--- config.mk ---
export PLATFORM = sky130hd
export DESIGN_NAME = ddr_cmd_sched
export DESIGN_NICKNAME = d
export VERILOG_FILES = /design/src/rtl/ddr_cmd_sched.sv
export SDC_FILE = /design/constraint.sdc
export NUM_CORES = 1
export LEC_CHECK = 0
export ABC_AREA = 1
export BUFFER_PORTS_ARGS = -buffer_cell sky130_fd_sc_hd__buf_2
export CAP_MARGIN = 0
export CORE_MARGIN = 4
export CORE_UTILIZATION = 30
export DETAILED_ROUTE_END_ITERATION = 10
export GPL_ROUTABILITY_DRIVEN = 0
export GPL_TIMING_DRIVEN = 1
export PLACE_DENSITY = 0.43
export REMOVE_ABC_BUFFERS = 1
export SLEW_MARGIN = 20
export SYNTH_ARGS = -nofsm -noshare
export SYNTH_HDL_FRONTEND = slang
export SYNTH_SLANG_ARGS = --single-unit
--- constraint.sdc ---
create_clock -name clk -period 11.7 [get_ports clk]
set_input_delay 2.34 -clock clk [delete_from_list [all_inputs] [get_ports clk]]
set_output_delay 2.34 -clock clk [all_outputs]
set_load 0.1 [all_outputs]
--- src/rtl/ddr_cmd_sched.sv ---
// ddr_cmd_sched
//   Queues transfer descriptors {addr, len, type} and splits each into
//   commands of at most MAX_CHUNK bytes for the AXI DDR data mover. One
//   command is in flight at a time; the next is issued only after the mover
//   reports idle again. One desc_done pulse is produced per descriptor.
//
// Ports
//   clk, rst          clock, synchronous active-high reset
//   init_cmptd        DDR calibration done; low aborts the active descriptor
//   desc_valid/ready  descriptor handshake; desc_addr/desc_len/desc_type
//   ddr_st_addr_out   chunk start address, held between commands
//   ddr_len           chunk byte length, held between commands
//   cmd_type          chunk direction, held between commands
//   ddr_conf          one-cycle command strobe to the mover
//   idle              mover idle
//   desc_done         one-cycle completion pulse, desc_err set on abort
//   q_count           descriptors currently queued
//   busy              FSM active or queue non-empty
module ddr_cmd_sched #(
    parameter int unsigned C_AXI_ADDR_WIDTH = 64,
    parameter int unsigned SINGLE_LEN       = 24,
    parameter int unsigned BEAT_BYTES       = 32,
    parameter int unsigned MAX_CHUNK        = 4096,
    parameter int unsigned DESC_LEN         = 32,
    parameter int unsigned FIFO_DEPTH       = 4
) (
    input  logic                          clk,
    input  logic                          rst,
    input  logic                          init_cmptd,
    input  logic                          desc_valid,
    output logic                          desc_ready,
    input  logic [C_AXI_ADDR_WIDTH-1:0]   desc_addr,
    input  logic [DESC_LEN-1:0]           desc_len,
    input  logic                          desc_type,
    output logic [C_AXI_ADDR_WIDTH-1:0]   ddr_st_addr_out,
    output logic [SINGLE_LEN-1:0]         ddr_len,
    output logic                          ddr_conf,
    output logic                          cmd_type,
    input  logic                          idle,
    output logic                          desc_done,
    output logic                          desc_err,
    output logic [$clog2(FIFO_DEPTH):0]   q_count,
    output logic                          busy
);

    localparam int unsigned PTR_W = $clog2(FIFO_DEPTH);
    localparam int unsigned CNT_W = PTR_W + 1;
    localparam logic [CNT_W-1:0]    FULL_CNT  = CNT_W'(FIFO_DEPTH);
    localparam logic [DESC_LEN-1:0] BEAT_MASK = ~(DESC_LEN'(BEAT_BYTES - 1));
    localparam logic [DESC_LEN-1:0] CHUNK_MAX = DESC_LEN'(MAX_CHUNK);

    typedef enum logic [1:0] {S_IDLE, S_ISSUE, S_GUARD, S_WAIT} state_t;

    state_t state, state_nxt;

    // descriptor queue
    logic [C_AXI_ADDR_WIDTH-1:0] q_addr [FIFO_DEPTH];
    logic [DESC_LEN-1:0]         q_len  [FIFO_DEPTH];
    logic                        q_type [FIFO_DEPTH];
    logic [PTR_W-1:0]            wr_ptr, rd_ptr;

    // active descriptor
    logic [C_AXI_ADDR_WIDTH-1:0] cur_addr;
    logic [DESC_LEN-1:0]         remaining;
    logic                        cur_type;

    logic                push, pop, can_pop, issue, abort, finish;
    logic                done_d, err_d;
    logic [DESC_LEN-1:0] head_len_rnd, chunk;

    // ready looks only at the registered count, so a same-cycle pop never
    // opens the queue early
    assign desc_ready   = (q_count != FULL_CNT);
    assign push         = desc_valid & desc_ready;
    assign busy         = (state != S_IDLE) | (q_count != '0);
    assign head_len_rnd = q_len[rd_ptr] & BEAT_MASK;
    assign can_pop      = (q_count != '0) & init_cmptd & idle;
    assign chunk        = (remaining < CHUNK_MAX) ? remaining : CHUNK_MAX;

    always_ff @(posedge clk) begin
        if (push) begin
            q_addr[wr_ptr] <= desc_addr;
            q_len[wr_ptr]  <= desc_len;
            q_type[wr_ptr] <= desc_type;
        end
    end

    always_ff @(posedge clk) begin
        if (rst) begin
            wr_ptr  <= '0;
            rd_ptr  <= '0;
            q_count <= '0;
        end else begin
            if (push) wr_ptr <= wr_ptr + 1'b1;
            if (pop)  rd_ptr <= rd_ptr + 1'b1;
            case ({push, pop})
                2'b10:   q_count <= q_count + 1'b1;
                2'b01:   q_count <= q_count - 1'b1;
                default: q_count <= q_count;
            endcase
        end
    end

    // state register
    always_ff @(posedge clk) begin
        if (rst) state <= S_IDLE;
        else     state <= state_nxt;
    end

    // next state
    always_comb begin
        state_nxt = state;
        case (state)
            S_IDLE:  if (can_pop && head_len_rnd != '0) state_nxt = S_ISSUE;
            S_ISSUE: state_nxt = S_GUARD;
            // mover idle is stale for one cycle after ddr_conf
            S_GUARD: state_nxt = init_cmptd ? S_WAIT : S_IDLE;
            S_WAIT: begin
                if (!init_cmptd)
                    state_nxt = S_IDLE;
                else if (idle)
                    state_nxt = (remaining != '0) ? S_ISSUE : S_IDLE;
            end
            default: state_nxt = S_IDLE;
        endcase
    end

    // FSM outputs
    always_comb begin
        pop    = (state == S_IDLE) & can_pop;
        issue  = (state == S_ISSUE);
        abort  = ((state == S_GUARD) | (state == S_WAIT)) & ~init_cmptd;
        finish = (state == S_WAIT) & init_cmptd & idle & (remaining == '0);
        done_d = (pop & (head_len_rnd == '0)) | finish | abort;
        err_d  = abort;
    end

    always_ff @(posedge clk) begin
        if (rst) begin
            cur_addr        <= '0;
            remaining       <= '0;
            cur_type        <= 1'b0;
            ddr_st_addr_out <= '0;
            ddr_len         <= '0;
            cmd_type        <= 1'b0;
            ddr_conf        <= 1'b0;
            desc_done       <= 1'b0;
            desc_err        <= 1'b0;
        end else begin
            ddr_conf  <= issue;
            desc_done <= done_d;
            desc_err  <= err_d;
            if (pop) begin
                cur_addr  <= q_addr[rd_ptr];
                remaining <= head_len_rnd;
                cur_type  <= q_type[rd_ptr];
            end else if (issue) begin
                ddr_st_addr_out <= cur_addr;
                ddr_len         <= SINGLE_LEN'(chunk);
                cmd_type        <= cur_type;
                cur_addr        <= cur_addr + C_AXI_ADDR_WIDTH'(chunk);
                remaining       <= remaining - chunk;
            end else if (abort) begin
                remaining <= '0;
            end
        end
    end

endmodule
### Word level (Yosys, flattened, before mapping)

Memories as Yosys holds them, arrays and structs flattened. A register that Yosys moved wholly into a read port is not among the register bits.
Index checks and enable logic that the tools add are counted.

* register bits after elaboration: 197
* latch bits: 0
* bits in writable memories: 388
* memory bits (read-only): 0
* input port bits: 102
* output and inout bits: 97
* word-level logic and storage cells: 80
* memories: 3

Memory list
* q_addr: depth 4, width 64, rd ports 1, clocked after memory_dff 1, write ports 1, line 57 `logic [C_AXI_ADDR_WIDTH-1:0] q_addr [FIFO_DEPTH];`
* q_len: depth 4, width 32, rd ports 1, clocked after memory_dff 1, write ports 1, line 58 `logic [DESC_LEN-1:0] q_len [FIFO_DEPTH];`
* q_type: depth 4, width 1, rd ports 1, clocked after memory_dff 1, write ports 1, line 59 `logic q_type [FIFO_DEPTH];`

* add/subtract/negate cells: 6
* $mul: 0
* div/mod/pow operators: 0
* order comparisons: 1
* eq/ne operators: 8
* shifts and indexed selects: 0
* multiplexer cells: 19
* bitwise gates (word level): 15
* reductions and logical operators: 15

Operators with widths (count)
* $mux 32: 4
* $mux 64: 2
* $add 64x32->64: 1
* $logic_not 32->1: 2
* $reduce_bool 32->1: 2
* $lt 32x13->1 const B: 1
* $sub 32x32->32: 1
* $mux 2: 8
* $and 1x1->1: 9
* $pmux 2 s4: 1
* $reduce_bool 2->1: 4
* $eq 2x2->1 const B: 3
* $ne 3x3->1 const B: 2
* $pmux 3 s2: 1
* $reduce_bool 3->1: 2
* $add 2x1->2 const B: 2
* $eq 2x1->1 const B: 2
* $or 1x1->1: 4
* $reduce_and 2->1: 2
* $add 3x1->3 const B: 1
* $mux 1: 3
* $sub 3x1->3 const B: 1
* $logic_not 2->1: 1
* $ne 2x2->1 const B: 1
* other kinds (3): 4

### Depth between registers and ports, before layout

* depth after elaboration: 7
* gate-level depth with buffers: 23
* gate-level depth less buffers: 21

### Worst setup path after synthesis

OpenSTA, ideal clock, no wires.

* kind: input to register
* start point: in desc_valid
* end point: mem q_addr[0][0], enable pin
* setup time: 544 ps
* arrival time: 6426 ps
* required time: 11156 ps
* setup slack: 4730 ps
* stages on the path: 2
* buffers on the path: 0
* cell sequence: nand2_1 nor2_1

* longest elaborated chain between the ends: 3

RTL lines
* from (decl): line 30 `input logic desc_valid,`
* $and 1x1->1: line 74 `assign push = desc_valid & desc_ready;`
* $mux 1: line 81 `if (push) begin`
* $mux 1 (implied by the code): line 82 `q_addr[wr_ptr] <= desc_addr;`
* to (decl): line 57

Every way passes these cells.

### Worst setup path in the final report

* start point: in idle
* end point: reg q_count[1]

* longest elaborated chain between the ends: 4
* elaborated cells between the ends (all ways): 6
* classes of those cells: eq/ne (2); mux (1); bitwise (2); reduce/logical (1)

RTL lines
* from (decl): line 39 `input logic idle,`
* $and 1x1->1 (*): line 77 `assign can_pop = (q_count != '0) & init_cmptd & idle;`
* $and 1x1->1 (*): line 130 `pop = (state == S_IDLE) & can_pop;`
* $eq 2x1->1 or $eq 2x2->1 (tied branches): line 96 `case ({push, pop})`
* $pmux 3 s2 or $reduce_bool 2->1 (tied branches)
* to (signal assigned): line 97 `2'b10: q_count <= q_count + 1'b1;`
* to (signal assigned): line 98 `2'b01: q_count <= q_count - 1'b1;`
* to (signal assigned): line 99 `default: q_count <= q_count;`
* to (decl): line 42 `output logic [$clog2(FIFO_DEPTH):0] q_count,`

Mark *: on every way between the ends. The rest lies on a longest branch, timed or not.
A chain may end at the register's enable or synchronous reset.

==> results.md <==
- Run status: complete, no violations
- Critical path type: input pin to flop
- Fmax achieved: 219.7 MHz
- Post-Syn Area: 0.02550 mm^2
- FF+latch count, synth: 568
- Count of cell types in the netlist: 52
- Crit-path slowest cell: buf_4
- Wire per inst: 19.48 um
- H-tree levels: 3
- Hold path start: ddr_len[21]
- Post-synth EDFFs: 368
- Crit Path Max Fanout: 36
- Fillers: 8,569
- CP Capture Type: flop
- Leak: 11.68 nW
- Clk sinks: 568
- Overall routing resource usage: 17.53%
- Syn_area_per_cell: 9.226 um^2
- Worst R2R Setup Slack: 7.97 ns
- Fraction of layout instances using a drive strength above 1: 11.97%
- Starting Density: 30.37%
- Final hold vios: 0
- Die height: 299.6 um
- Crit path largest cell delay: 0.61 ns
- Die W: 299.6 um
- Post-DP HPWL: 53,060 um
- Max_cap viols: 0
- Post-CTS Setup Repair Bufs: 0
- Fin crit period: 4.551 ns
- Max Root-Sink Buffers: 3
- Root Buffer: clkbuf_16
- Fraction of registers with async set/reset: 0%
- DRT Wirelength: 80,490 um
- Core area: 0.08395 mm^2
- Port bufs: 193
- Reg2Reg Capture Point: cur_addr[41]
- Final Power: 6.666 mW
- Crit path from: idle
- TritonRoute pass-1 iters: 5
- Hold Crit Class: flop to flop
- Die Footprint: 0.08973 mm^2
- Vias/cell: 4.867
- Unrepaired setup endpoints after global routing: no
- First-pass GRT wire length: 121,000 um
- Commonest cells after routing, fill and taps aside: nor2_1 (482), nand2_1 (401), edfxtp_1 (368), o21ai_0 (290), inv_1 (258)
- Synth Instances: 2,764
- Least-Margin Pin Slew: 1.047 ns
- Worst Path Required: 12.23 ns
- Hold-critical path endpoint: ddr_len[21]
- Layout area overhead: 16.71%
- DRC violations left: 0
- Register area share after synthesis: 59.04%
- CTS tree: done
- Commonest non-fill, non-tap cell in the layout: nor2_1
- DR vias: 20,120
- Critical R2R Launch: remaining[17]
- Post-route setup TNS: 0 ns
- CTS resizes: 0
- 1st-iter DRT viols: 1,404
- Initial antenna violation count: 13
- Worst hold stages: 2
- Hold Slack: 0.4372 ns
- Nets: 3,080
- Pwr/cell area: 224.0 mW/mm^2
- I/O pin count: 199
- Final setup fails: 0
- Synth Flop Type: edfxtp_1
- Maximum vdd drop: 0.1407 mV
- Vias in the first global route: 20,060
- Total grt overflow: 0
- Clock-pin slew on the worst setup and hold paths: 0.05 ns
- Synth warn: 0
- Routed Antenna Nets: 0
- CTS Hold Bufs: 0
- Footprint of the multi-input gates: 0.008994 mm^2
- Total CTS buffers: 67
- R2r worst-path depth: 18
- Clock latency at the later pin of the worst-skew pair: 0.61 ns
- CP Data Arrival Time: 5.08 ns
- Pin count of the biggest net entering global routing: 167
- Site row count: 106
- Worst Clk Skew: 0.02971 ns
- Final Slew Violations: 0
- CP Launch Type: input pin
- FF/Latch Area: 0.01506 mm^2
- Worst rel slew slack: 30.20%
- Crit-path cells: buf_2, nand3_1, inv_1, nand2_2, buf_4, clkinv_1, ha_1, inv_1, fa_1, nor2_1, a21oi_1, nor2_1
- Fin crit share: 38.90%
-- metal layers --
metal	track usage (%)	vias to the layer above	share of wire [%]
met3	3.513	129	5.6
met1	22.60	9621	44
met5	0	-	0.062
li1	-	9898	-
met4	5.931	8	2.6
met2	29.47	460	48
-- through the flow --
stage                     cells  setup WS, ns  util, %  instance area, um^2
final                      4133         7.149    35.45                29760
after global routing       4127         6.951    35.43                29750
after CTS                  4125         7.141    35.43                29740
after detailed placement   4003         6.471    32.91                27630
after global placement     4003         6.589    32.91                27630
after floorplan            2653         2.085        -                25000
-- worst max-delay path: cells and delay by family --
family,cells,cell delay [ns]
adder cells (fa/ha/maj),2,0.64
AND/OR/NAND/NOR,4,0.83
AO/OA/AOI/OAI,1,0.05
buffers and inverters,5,1.18
-- kinds of logic after synthesis --
| group | after synthesis | synth area share [%] |
|---|---|---|
| compound gates | 633 | 14.44 |
| xor+xnor | 7 | 0.2404 |
| fa+ha+maj | 40 | 2.022 |
| buf+inv | 395 | 6.143 |
| flops | 568 | 59.04 |
| other cells | 1 | 0.01471 |
| simple gates | 1120 | 18.10 |
-- worst max path at each step --
| stage | end | slack, ns |
|---|---|---|
| CTS | q_count[1] | 7.14 |
| global placement | q_count[1] | 6.59 |
| floorplan | cur_addr[0] | 2.09 |
| detailed placement | q_count[1] | 6.47 |
| global route | q_count[1] | 6.95 |
| finish | q_count[1] | 7.15 |
-- flip-flops by register name, indices dropped and copies added (netlist names), 2 cells and up, named ones only --
| signal | count |
|---|---|
| q_addr | 256 |
| q_len | 108 |
| cur_addr | 64 |
| ddr_st_addr_out | 64 |
| remaining | 32 |
| ddr_len | 24 |
| q_type | 4 |
| q_count | 3 |
| rd_ptr | 2 |
| state | 2 |
| wr_ptr | 2 |
-- where the power goes --
group / internal, mW / switching, mW / total, mW
logic: 0.504 / 1.61 / 2.11
clock network: 1.19 / 0.833 / 2.03
registers: 2.37 / 0.162 / 2.53
-- synth_stat cells, types with 8 or more instances --
cell      count  area, um^2
a211oi_1     13       97.59
a21oi_1     139       695.7
a31oi_1      31       193.9
buf_1        11       41.29
buf_2        28       140.1
clkbuf_1     82       307.8
dfxtp_1     200        4004
edfxtp_1    368       11050
ha_1         38       475.5
inv_1       259       972.2
nand2_1     403        1513
nand2_2       8       50.05
nand3_1     131       655.6
nand4_1      31       193.9
nor2_1      487        1828
nor3_1       33       165.2
nor4_1        9       56.30
o211a_1      10       100.1
o21ai_0     290        1451
o21bai_1     13       97.59
o221a_2       8       90.09
o221ai_1     36       315.3
o22ai_1      63       394.1
-- cell type report --
class / count / share of cell area, %
flip-flops and latches: 568 / 50.61
multi-input cells: 1820 / 30.22
clock buffers: 92 / 6.159
well taps: 1134 / 4.768
repair buffers: 216 / 3.868
inverters: 265 / 3.372
clock inverters: 30 / 0.9375
diodes: 8 / 0.06727
Note: power is estimated with default switching activity, not from simulation.
